`config.mk`:
```
export PLATFORM = sky130hd
export DESIGN_NAME = sample_interpolator
export DESIGN_NICKNAME = d
export VERILOG_FILES = /design/src/rtl/sample_interp_pkg.sv /design/src/rtl/sample_interpolator_fifo.sv /design/src/rtl/sample_interpolator.sv
export SDC_FILE = /design/constraint.sdc
export NUM_CORES = 1
export LEC_CHECK = 0
export ABC_AREA = 1
export BUFFER_PORTS_ARGS = -buffer_cell sky130_fd_sc_hd__buf_4
export CORE_MARGIN = 1
export CORE_UTILIZATION = 53
export CTS_CLUSTER_SIZE = 8
export DETAILED_ROUTE_END_ITERATION = 8
export PLACE_DENSITY = 0.76
export SLEW_MARGIN = 20
export SYNTH_ARGS = -nofsm -noshare
export SYNTH_HDL_FRONTEND = slang
export SYNTH_SLANG_ARGS = --single-unit
```
`constraint.sdc`:
```
create_clock -name clk -period 1.7 [get_ports clk]
set_input_delay 0.34 -clock clk [delete_from_list [all_inputs] [get_ports clk]]
set_output_delay 0.34 -clock clk [all_outputs]
set_load 0.05 [all_outputs]
```
`src/rtl/sample_interp_pkg.sv`:
```
// Shared constants and state type for the sample interpolator.
// Fixed-point layout: accumulator carries FRAC_EXTRA fraction bits below the sample.
package sample_interp_pkg;
  localparam int FRAC_EXTRA   = 7;
  localparam int RESET_SAMPLE = 'h8000;

  typedef enum logic {
    HOLD = 1'b0,
    RAMP = 1'b1
  } interp_state_t;
endpackage

```
`src/rtl/sample_interpolator_fifo.sv`:
```
// sample_fifo: power-of-two sample buffer, level-tracked; pop data is the head (no read latency).
// Pushes while full are dropped; wr_ready is !full and ignores a same-cycle pop.
module sample_fifo #(
  parameter int DATA_BITS  = 16,
  parameter int FIFO_DEPTH = 4,
  parameter int LVL_BITS   = $clog2(FIFO_DEPTH) + 1
) (
  input  logic                 clk,
  input  logic                 reset,
  input  logic [DATA_BITS-1:0] wr_data,
  input  logic                 wr_en,
  output logic                 wr_ready,
  input  logic                 rd_en,
  output logic [DATA_BITS-1:0] rd_data,
  output logic [LVL_BITS-1:0]  level,
  output logic                 empty
);
  localparam int PTR_BITS = $clog2(FIFO_DEPTH);

  logic [DATA_BITS-1:0] mem [FIFO_DEPTH];
  logic [PTR_BITS-1:0]  wr_ptr;
  logic [PTR_BITS-1:0]  rd_ptr;
  logic                 push;
  logic                 pop;

  assign wr_ready = (level != LVL_BITS'(FIFO_DEPTH));
  assign empty    = (level == '0);
  assign push     = wr_en && wr_ready;
  assign pop      = rd_en && !empty;
  assign rd_data  = mem[rd_ptr];

  always_ff @(posedge clk) begin
    if (push) mem[wr_ptr] <= wr_data;
  end

  // Pointers wrap naturally because FIFO_DEPTH is a power of two.
  always_ff @(posedge clk or posedge reset) begin
    if (reset) begin
      wr_ptr <= '0;
      rd_ptr <= '0;
      level  <= '0;
    end else begin
      if (push) wr_ptr <= wr_ptr + PTR_BITS'(1);
      if (pop)  rd_ptr <= rd_ptr + PTR_BITS'(1);
      case ({push, pop})
        2'b10:   level <= level + LVL_BITS'(1);
        2'b01:   level <= level - LVL_BITS'(1);
        default: level <= level;
      endcase
    end
  end
endmodule

```
`src/rtl/sample_interpolator.sv`:
```
// Buffers samples and ramps u16_out toward each one over 2^shift steps (SAMPLE_INTERP_LINEAR_EN),
// or jumps per step (zero-order hold) when the macro is undefined. Output moves only on step.
module sample_interpolator
  import sample_interp_pkg::*;
#(
  parameter int DATA_BITS  = 16,
  parameter int FIFO_DEPTH = 4,
  parameter int SHIFT_BITS = 3
) (
  input  logic                            clk,
  input  logic                            reset,
  input  logic [DATA_BITS-1:0]            wr_data,
  input  logic                            wr_en,
  output logic                            wr_ready,
  input  logic                            step,
  input  logic [SHIFT_BITS-1:0]           interp_shift,
  input  logic                            clear_underrun,
  output logic [DATA_BITS-1:0]            u16_out,
  output logic [$clog2(FIFO_DEPTH):0]     fifo_level,
  output logic                            underrun
);
  localparam int ACC_BITS = DATA_BITS + FRAC_EXTRA;
  localparam int LVL_BITS = $clog2(FIFO_DEPTH) + 1;

  interp_state_t         state;
  logic [ACC_BITS-1:0]   acc;
  logic [DATA_BITS-1:0]  target;
  logic [DATA_BITS-1:0]  head;
  logic                  started;
  logic                  fifo_empty;
  logic                  pop;
  logic                  last_step;

  assign u16_out = acc[ACC_BITS-1 -: DATA_BITS];

  sample_fifo #(
    .DATA_BITS  (DATA_BITS),
    .FIFO_DEPTH (FIFO_DEPTH),
    .LVL_BITS   (LVL_BITS)
  ) u_fifo (
    .clk      (clk),
    .reset    (reset),
    .wr_data  (wr_data),
    .wr_en    (wr_en),
    .wr_ready (wr_ready),
    .rd_en    (pop),
    .rd_data  (head),
    .level    (fifo_level),
    .empty    (fifo_empty)
  );

`ifdef SAMPLE_INTERP_LINEAR_EN
  logic [SHIFT_BITS-1:0]   shift_q;
  logic [FRAC_EXTRA-1:0]   count_q;
  logic signed [DATA_BITS:0] delta_q;
  logic [ACC_BITS-1:0]     ramp_inc;
  logic [ACC_BITS-1:0]     ramp_sum;
  logic [FRAC_EXTRA:0]     span_m1;

  assign span_m1   = ((FRAC_EXTRA+1)'(1) << shift_q) - (FRAC_EXTRA+1)'(1);
  assign last_step = ({1'b0, count_q} == span_m1);
  // Sign-extended delta scaled so 2^shift increments cover exactly one sample interval.
  assign ramp_inc  = ACC_BITS'(delta_q) << (SHIFT_BITS'(FRAC_EXTRA) - shift_q);
  assign ramp_sum  = acc + ramp_inc;
`else
  logic unused_cfg;
  assign unused_cfg = ^{interp_shift, acc[FRAC_EXTRA-1:0]};
  assign last_step  = 1'b1;
`endif

  always_comb begin
    pop = 1'b0;
    if (!fifo_empty) begin
      if (state == HOLD)           pop = 1'b1;
      else if (step && last_step)  pop = 1'b1;
    end
  end

  always_ff @(posedge clk or posedge reset) begin
    if (reset) begin
      state    <= HOLD;
      acc      <= ACC_BITS'(RESET_SAMPLE) << FRAC_EXTRA;
      target   <= DATA_BITS'(RESET_SAMPLE);
      started  <= 1'b0;
      underrun <= 1'b0;
`ifdef SAMPLE_INTERP_LINEAR_EN
      shift_q  <= '0;
      count_q  <= '0;
      delta_q  <= '0;
`endif
    end else begin
      if (step && state == HOLD && started) underrun <= 1'b1;
      else if (clear_underrun)              underrun <= 1'b0;

      if (pop) started <= 1'b1;

      case (state)
        HOLD: begin
          if (pop) begin
            state  <= RAMP;
            target <= head;
`ifdef SAMPLE_INTERP_LINEAR_EN
            shift_q <= interp_shift;
            count_q <= '0;
            delta_q <= $signed({1'b0, head}) - $signed({1'b0, u16_out});
`endif
          end
        end
        RAMP: begin
          if (step) begin
            if (last_step) begin
              // Snap removes any rounding residue before chaining to the next sample.
              acc <= {target, {FRAC_EXTRA{1'b0}}};
              if (pop) begin
                target <= head;
`ifdef SAMPLE_INTERP_LINEAR_EN
                shift_q <= interp_shift;
                count_q <= '0;
                delta_q <= $signed({1'b0, head}) - $signed({1'b0, target});
`endif
              end else begin
                state <= HOLD;
              end
            end
`ifdef SAMPLE_INTERP_LINEAR_EN
            else begin
              acc     <= ramp_sum;
              count_q <= count_q + FRAC_EXTRA'(1);
            end
`endif
          end
        end
        default: state <= HOLD;
      endcase
    end
  end
endmodule

```
==> results of run 1 <==
-- cells in the mapped netlist --
library cell,instances
sky130_fd_sc_hd__inv_1,78
sky130_fd_sc_hd__nor2_1,6
sky130_fd_sc_hd__nand2_2,2
sky130_fd_sc_hd__mux2_2,16
sky130_fd_sc_hd__clkinv_1,1
sky130_fd_sc_hd__fa_1,1
sky130_fd_sc_hd__o21ai_0,3
sky130_fd_sc_hd__buf_6,1
sky130_fd_sc_hd__o21ai_2,1
sky130_fd_sc_hd__xnor2_1,1
sky130_fd_sc_hd__xor2_1,3
sky130_fd_sc_hd__edfxtp_1,64
sky130_fd_sc_hd__dfstp_2,2
sky130_fd_sc_hd__dfrtp_1,40
sky130_fd_sc_hd__buf_2,7
sky130_fd_sc_hd__buf_4,5
sky130_fd_sc_hd__a21oi_1,1
sky130_fd_sc_hd__nand3_1,35
sky130_fd_sc_hd__ha_1,5
sky130_fd_sc_hd__nand2_1,141
sky130_fd_sc_hd__or2_2,1
sky130_fd_sc_hd__clkbuf_1,1
-- flip-flops by register name (all words and copies together) (netlist names) --
signal and cells:
started 1, acc 16, u_fifo.level 3, state 1, u_fifo.wr_ptr 2, underrun 1
u_fifo.rd_ptr 2, target 16, u_fifo.mem 64
-- per-layer routing --
layer  up-vias  GRT usage, %  wire [um]
met5         -             0          0
met4         0          8.85        163
met3        17          2.93        338
met2        90          32.2       3730
met1      1305          26.7       3730
li1       1391             -          -
-- power by group --
part	internal [uW]	leakage, uW	switching, uW
clock	671	0.0000936	787
combinational	1440	0.00130	2770
sequential	3590	0.00109	347
-- worst paths after layout --
kind,start,end,slack [ps],cells past startpoint
worst max-delay path,u_fifo.level[0]$_DFFE_PP0P_,u_fifo.level[2]$_DFFE_PP0P_,90,7
worst min-delay path,reset,state$_DFF_PP0_,100,3
worst max register to register,u_fifo.level[0]$_DFFE_PP0P_,u_fifo.level[2]$_DFFE_PP0P_,90,7
worst min register to register,target[15]$_DFFE_PP1P_,target[15]$_DFFE_PP1P_,480,2
max in group asynchronous,reset,acc[22]$_DFFE_PP1P_,1220,3
min in group clk,clear_underrun,underrun$_DFFE_PP0P_,180,2
-- logic make-up after synthesis --
logic type / count (synthesis)
AOI/OAI and AO/OA: 5
and+or+nand+nor: 185
muxes: 16
adders and majority gates: 6
buffers and inverters: 93
xor gates and xnor gates: 4
DFF: 106
-- repair_timing --
item                       4_1_cts  5_1_grt
setup endpoints to repair        0        2
hold buffers                     0        0
buffers inserted                 0        2
-- critical path, cell delays in order (launching register included) --
cell                      delay [ps]
sky130_fd_sc_hd__dfrtp_2         430
sky130_fd_sc_hd__nor2_4          160
sky130_fd_sc_hd__a21oi_2         100
sky130_fd_sc_hd__ha_4            170
sky130_fd_sc_hd__fa_2            340
sky130_fd_sc_hd__nand2_1          70
sky130_fd_sc_hd__nand3_1          90
sky130_fd_sc_hd__xor2_1          140
-- metrics by stage --
| stage | setup slack [ps] | power, uW | utilization, % | hold WS, ps |
|---|---|---|---|---|
| finish | 87.3 | 9610 | 65.5 | 102 |
| CTS | 46.4 | 9620 | 65.3 | 116 |
| global placement | 88.3 | 8010 | 63.0 | 458 |
| floorplan | -135 | 6970 | - | 436 |
| detailed placement | 57.5 | 8150 | 63.0 | 462 |
| global route | -13.6 | 10200 | 65.5 | 151 |
-- cell type report --
cell class / instances / area, sq um
multi-input cells: 216 / 1130
fillers: 587 / 2720
clock buffers: 10 / 128
repair buffers: 55 / 450
flip-flops and latches: 106 / 2980
clock inverters: 6 / 57.6
well taps: 102 / 128
inverters: 79 / 297
==> run_results.csv, run 1 <==
group,metric,value,unit
synthesis,postSynthAreaPerCell,10.7,sq um
die,initial_core_util,56.2,%
synthesis,adder_cell_fraction_of_synth_area,1.86,%
synthesis,synth.yosys.seq_area_share,67.1,%
timing,timing.final.max_slew_violations,0,
cells_and_area,post_layout_nonfiller_instances,574,
status,status,"finished clean",
synthesis,yosys_warnings,0,
global_routing,grt_max_degree,43,
global_routing,first_global_vias,2739,
timing,timing.final.hold_violations,0,
die,number_of_rows_created_at_floorplan,32,
drt,drt_pre_antenna_iters,5,
hold_path,path_category_of_the_worst_min_delay_check,"input port to asynchronous set/reset pin",
synthesis,yosysUniqueCellTypes,22,
worst_setup_path,arrival,1870,ps
synthesis,synth_simple_gate_area_share,16.8,%
clock_network,insertion_delay,360,ps
timing,fin_crit_sh,94.9,%
synthesis,post-synth-top-area-cell,"sky130_fd_sc_hd__edfxtp_1",
cells_and_area,drive_gt1_share,21.8,%
die,chipWidth,93.4,um
drt,wl_per_cell,13.9,um
timing,total_negative_slack_for_setup_checks,0,ps
synthesis,synth_compound_area_share,0.649,%
cells_and_area,nNetsFinal,497,
clock_network,tritoncts,"yes",
clock_network,clock_tree_root_buffer_cell,"sky130_fd_sc_hd__clkbuf_8",
die,die-area,0.00873,sq mm
cells_and_area,area_growth,16.6,%
synthesis,ys_top_cells_by_area,"sky130_fd_sc_hd__edfxtp_1, sky130_fd_sc_hd__dfrtp_1, sky130_fd_sc_hd__nand2_1",
worst_setup_path,criticalPathCategory,"flop to flop",
timing,clock_skew,14.8,ps
synthesis,largest_family_of_logic_cells_by_synthesized_area,"simple AND/OR/NAND/NOR gates",
clock_network,htree_levels,3,
global_routing,grt_remaining_overflow,0,
clock_network,maximum_number_of_buffers_from_clock_root_to_sink,2,
die,fp.dieH,93.4,um
drt,drt-initial-drc-count,126,
synthesis,synth_area,0.00443,sq mm
drt,drt-total-wl,7960,um
global_routing,antenna_found_initial,0,
global_routing,global_route_total_usage_across_every_layer,19.9,%
worst_setup_path,required,1950,ps
place,portBuffers,41,
synthesis,yosys_register_bits,106,
timing,timing.final.setup_violations,0,
die,core_region_area,0.00789,sq mm
worst_setup_path,crit_path_max_fanout,3,
synthesis,synth_top_area_share,43.4,%
timing,post-route-min-period,1610,ps
synthesis,synth_nets,445,
drt,drt_drc_violations_left,0,
run,maxCapViolations,0,
cells_and_area,design_area,0.00517,sq mm
synthesis,synthesis.instances,415,
power_and_ir_drop,vdd.ir_drop.worst,0.556,mV
cells_and_area,layout.cells.most_common,"sky130_fd_sc_hd__nand2_1",
synthesis,post_synth_xor_xnor_area,0.791,%
cells_and_area,most-common-layout-cells,"sky130_fd_sc_hd__nand2_1, sky130_fd_sc_hd__inv_1, sky130_fd_sc_hd__edfxtp_1, sky130_fd_sc_hd__buf_4, sky130_fd_sc_hd__dfrtp_1",
global_routing,first_pass_grt_wire_length,13000,um
power_and_ir_drop,power.density_cell_area,1860,mW/mm^2
drt,routed_via_density,4.88,
worst_setup_path,critPathCaptureType,"flop",
drt,post_route_ant_nets,0,
drt,detailed_route_via_count,2803,
timing,slew_headroom,49.9,%
synthesis,synth.mux.area_fraction,4.07,%
timing,timing_worst_slew_pin_value,751,ps
worst_setup_path,worst_setup_path_start_kind,"flop",
clock_network,clk_pin_slew_worst_paths,100,ps
timing,fmaxAchievable,620,MHz
power_and_ir_drop,cellLeakagePower,0.00248,uW
die,ioPinCount,45,
clock_network,tritoncts_num_sinks,106,
place,place_area,0.00497,sq mm
cells_and_area,n_antenna_cell,0,
place,hpwlAfterDp,4940,um
place,place.gp.congestion,0.739,
place,placedCellCount,556,
clock_network,cts_resized,0,
clock_network,tritoncts.num_buffers,9,
No activity file was read; power rests on OpenSTA's default activity.
==> run 2: changes to the inputs <==
--- a/config.mk
+++ b/config.mk
@@ -7,11 +7,13 @@
 export LEC_CHECK = 0
 export ABC_AREA = 1
 export BUFFER_PORTS_ARGS = -buffer_cell sky130_fd_sc_hd__buf_4
+export CELL_PAD_IN_SITES_DETAIL_PLACEMENT = 2
+export CELL_PAD_IN_SITES_GLOBAL_PLACEMENT = 2
 export CORE_MARGIN = 1
-export CORE_UTILIZATION = 53
+export CORE_UTILIZATION = 41
 export CTS_CLUSTER_SIZE = 8
 export DETAILED_ROUTE_END_ITERATION = 8
-export PLACE_DENSITY = 0.76
+export PLACE_DENSITY = 0.88
 export SLEW_MARGIN = 20
 export SYNTH_ARGS = -nofsm -noshare
 export SYNTH_HDL_FRONTEND = slang
==> constraint.sdc (replaced) <==
create_clock -name clk -period 2.1 [get_ports clk]
set_input_delay 0.42 -clock clk [delete_from_list [all_inputs] [get_ports clk]]
set_output_delay 0.42 -clock clk [all_outputs]
set_load 0.05 [all_outputs]
==> run_results.csv, run 2 (synthesized netlist as in run 1, its figures left out) <==
group,metric,value,unit
timing,total_negative_slack_for_setup_checks,0,ps
global_routing,first_pass_grt_wire_length,17700,um
clock_network,tritoncts.num_buffers,9,
global_routing,grt_remaining_overflow,0,
place,hpwlAfterDp,7280,um
power_and_ir_drop,p_switching,3400,uW
hold_path,path_category_of_the_worst_min_delay_check,"input port to asynchronous set/reset pin",
die,die-area,0.0112,sq mm
timing,timing_worst_slew_pin_value,1010,ps
timing,fin_worst_hold_slack,197,ps
power_and_ir_drop,seq_power_share,40.3,%
die,initial_core_util,42.5,%
cells_and_area,area_growth,15.2,%
cells_and_area,most-common-layout-cells,"sky130_fd_sc_hd__nand2_1, sky130_fd_sc_hd__inv_1, sky130_fd_sc_hd__edfxtp_1, sky130_fd_sc_hd__buf_4, sky130_fd_sc_hd__dfrtp_1",
worst_setup_path,critical-path-max-stage-delay,800,ps
run,maxCapViolations,0,
global_routing,first_global_vias,3327,
drt,drt-initial-drc-count,89,
clock_network,insertion_delay,370,ps
power_and_ir_drop,power_frac_clock,17.1,%
cells_and_area,layout.cells.most_common,"sky130_fd_sc_hd__nand2_1",
worst_setup_path,critical_path.n_buffers_inverters,0,
cells_and_area,num-fill-cells,1111,
cells_and_area,drive_gt1_share,19.8,%
timing,timing.final.setup_violations,0,
worst_setup_path,criticalPathCategory,"flop to flop",
die,chipWidth,106,um
timing,layout_setup_ws,172,ps
clock_network,tritoncts,"yes",
worst_setup_path,crit_path_max_fanout,16,
timing,fmaxAchievable,519,MHz
drt,drt_drc_violations_left,0,
clock_network,cts_resized,0,
power_and_ir_drop,cellLeakagePower,0.00244,uW
worst_setup_path,worst_path_most_repeated_cell,"sky130_fd_sc_hd__nor2_2",
worst_setup_path,arrival,1920,ps
cells_and_area,top_regs,"u_fifo.mem: 64 flops, acc: 16 flops, target: 16 flops",
timing,timing.final.max_slew_violations,0,
place,place.gp.congestion,0.696,
cells_and_area,finalCoreUtilization,49.0,%
cells_and_area,n_antenna_cell,0,
timing,slew_headroom,32.7,%
cells_and_area,top_register,"u_fifo.mem",
drt,post_route_ant_nets,0,
power_and_ir_drop,power.share.combinational,42.6,%
global_routing,grt_max_degree,43,
power_and_ir_drop,internal_power,4600,uW
clock_network,tritoncts_num_sinks,106,
die,ioPinCount,45,
place,portBuffers,41,
timing,timing.final.hold_violations,0,
worst_setup_path,required,2100,ps
power_and_ir_drop,vdd.ir_drop.worst,0.685,mV
die,fp.dieH,106,um
drt,detailed_route_via_count,2928,
global_routing,global_route_total_usage_across_every_layer,21.1,%
timing,fin_crit_sh,91.8,%
drt,drt-total-wl,10900,um
worst_setup_path,critical_path.slowest_cell,"sky130_fd_sc_hd__nor2_2",
worst_setup_path,critical_path.top_delay_family,"simple AND/OR/NAND/NOR gates",
worst_setup_path,worst_setup_path_start_kind,"flop",
drt,drt_pre_antenna_iters,4,
place,placement.setup.worst_slack,120,ps
clock_network,htree_levels,3,
timing,clock_skew,11.6,ps
die,core_region_area,0.0104,sq mm
global_routing,antenna_found_initial,0,
clock_network,postCtsHoldBufs,0,
clock_network,clock_tree_root_buffer_cell,"sky130_fd_sc_hd__clkbuf_8",
worst_setup_path,crit_path_cell_trace,"nor2_2, nand2_4, nand2_2, nor2_2",
power_and_ir_drop,swShare,42.5,%
clock_network,maximum_number_of_buffers_from_clock_root_to_sink,2,
status,status,"finished clean",
clock_network,clk_pin_slew_worst_paths,100,ps
die,number_of_rows_created_at_floorplan,37,
timing,post-route-min-period,1930,ps
power_and_ir_drop,power.density_cell_area,1570,mW/mm^2
drt,routed_via_density,4.88,
cells_and_area,largest_reg_flops,64,
cells_and_area,nNetsFinal,489,
timing,grt_setup_unrepaired,"no",
worst_setup_path,critPathCaptureType,"flop",
drt,wl_per_cell,18.1,um
clock_network,postCtsSetupRepairBufs,0,
[run 2: per-stage QoR]
step / instances / area (sq um) / power [uW]
floorplan: 415 / 4450 / 5570
global placement: 584 / 4890 / 6390
detailed placement: 584 / 4890 / 6690
CTS: 600 / 5100 / 8130
global route: 600 / 5100 / 8500
finish: 600 / 5100 / 8000
[run 2: final timing paths]
kind                       slack (ps)                          end  cells after the start                   startpoint
max                               170   u_fifo.mem[3][1]$_DFFE_PP_                      4  u_fifo.level[0]$_DFFE_PP0P_
min                               200          acc[18]$_DFFE_PP0P_                      3                        reset
max reg2reg                       170   u_fifo.mem[3][1]$_DFFE_PP_                      4  u_fifo.level[0]$_DFFE_PP0P_
min reg2reg                       480       target[15]$_DFFE_PP1P_                      2       target[15]$_DFFE_PP1P_
max in group asynchronous        1510  u_fifo.level[0]$_DFFE_PP0P_                      3                        reset
min in group clk                  230         underrun$_DFFE_PP0P_                      2               clear_underrun
[run 2: final cells by class]
| type | instances | area [sq um] | share of cell area [%] |
|---|---|---|---|
| Sequential cell | 106 | 2980 | 58.3 |
| Multi-Input combinational cell | 216 | 1090 | 21.4 |
| Timing Repair Buffer | 47 | 353 | 6.91 |
| Inverter | 79 | 297 | 5.81 |
| Tap cell | 136 | 170 | 3.33 |
| Clock buffer | 9 | 124 | 2.43 |
| Clock inverter | 7 | 91.3 | 1.79 |
[run 2: power groups by stage]
| stage | clock, uW | combinational [uW] | sequential, uW |
|---|---|---|---|
| 2_1_floorplan | 0 | 1740 | 3830 |
| 3_3_place_gp | 0 | 3170 | 3220 |
| 3_5_place_dp | 0 | 3420 | 3280 |
| 4_1_cts | 1410 | 3480 | 3240 |
| 5_1_grt | 1480 | 3730 | 3290 |
| 6_report | 1370 | 3410 | 3220 |
[run 2: tightest hold or removal path, cell delays in order]
cell                    delay [ps]
sky130_fd_sc_hd__buf_4         110
sky130_fd_sc_hd__inv_1          50
sky130_fd_sc_hd__buf_4         450
[run 2: layer usage]
metal | wire [um] | vias up | share of wire (%) | track usage [%]
li1 | - | 1369 | - | -
met1 | 4700 | 1492 | 43 | 25.8
met2 | 5750 | 54 | 53 | 38.5
met3 | 267 | 13 | 2.5 | 3.07
met4 | 155 | 0 | 1.4 | 6.25
met5 | 0 | - | 0 | 0
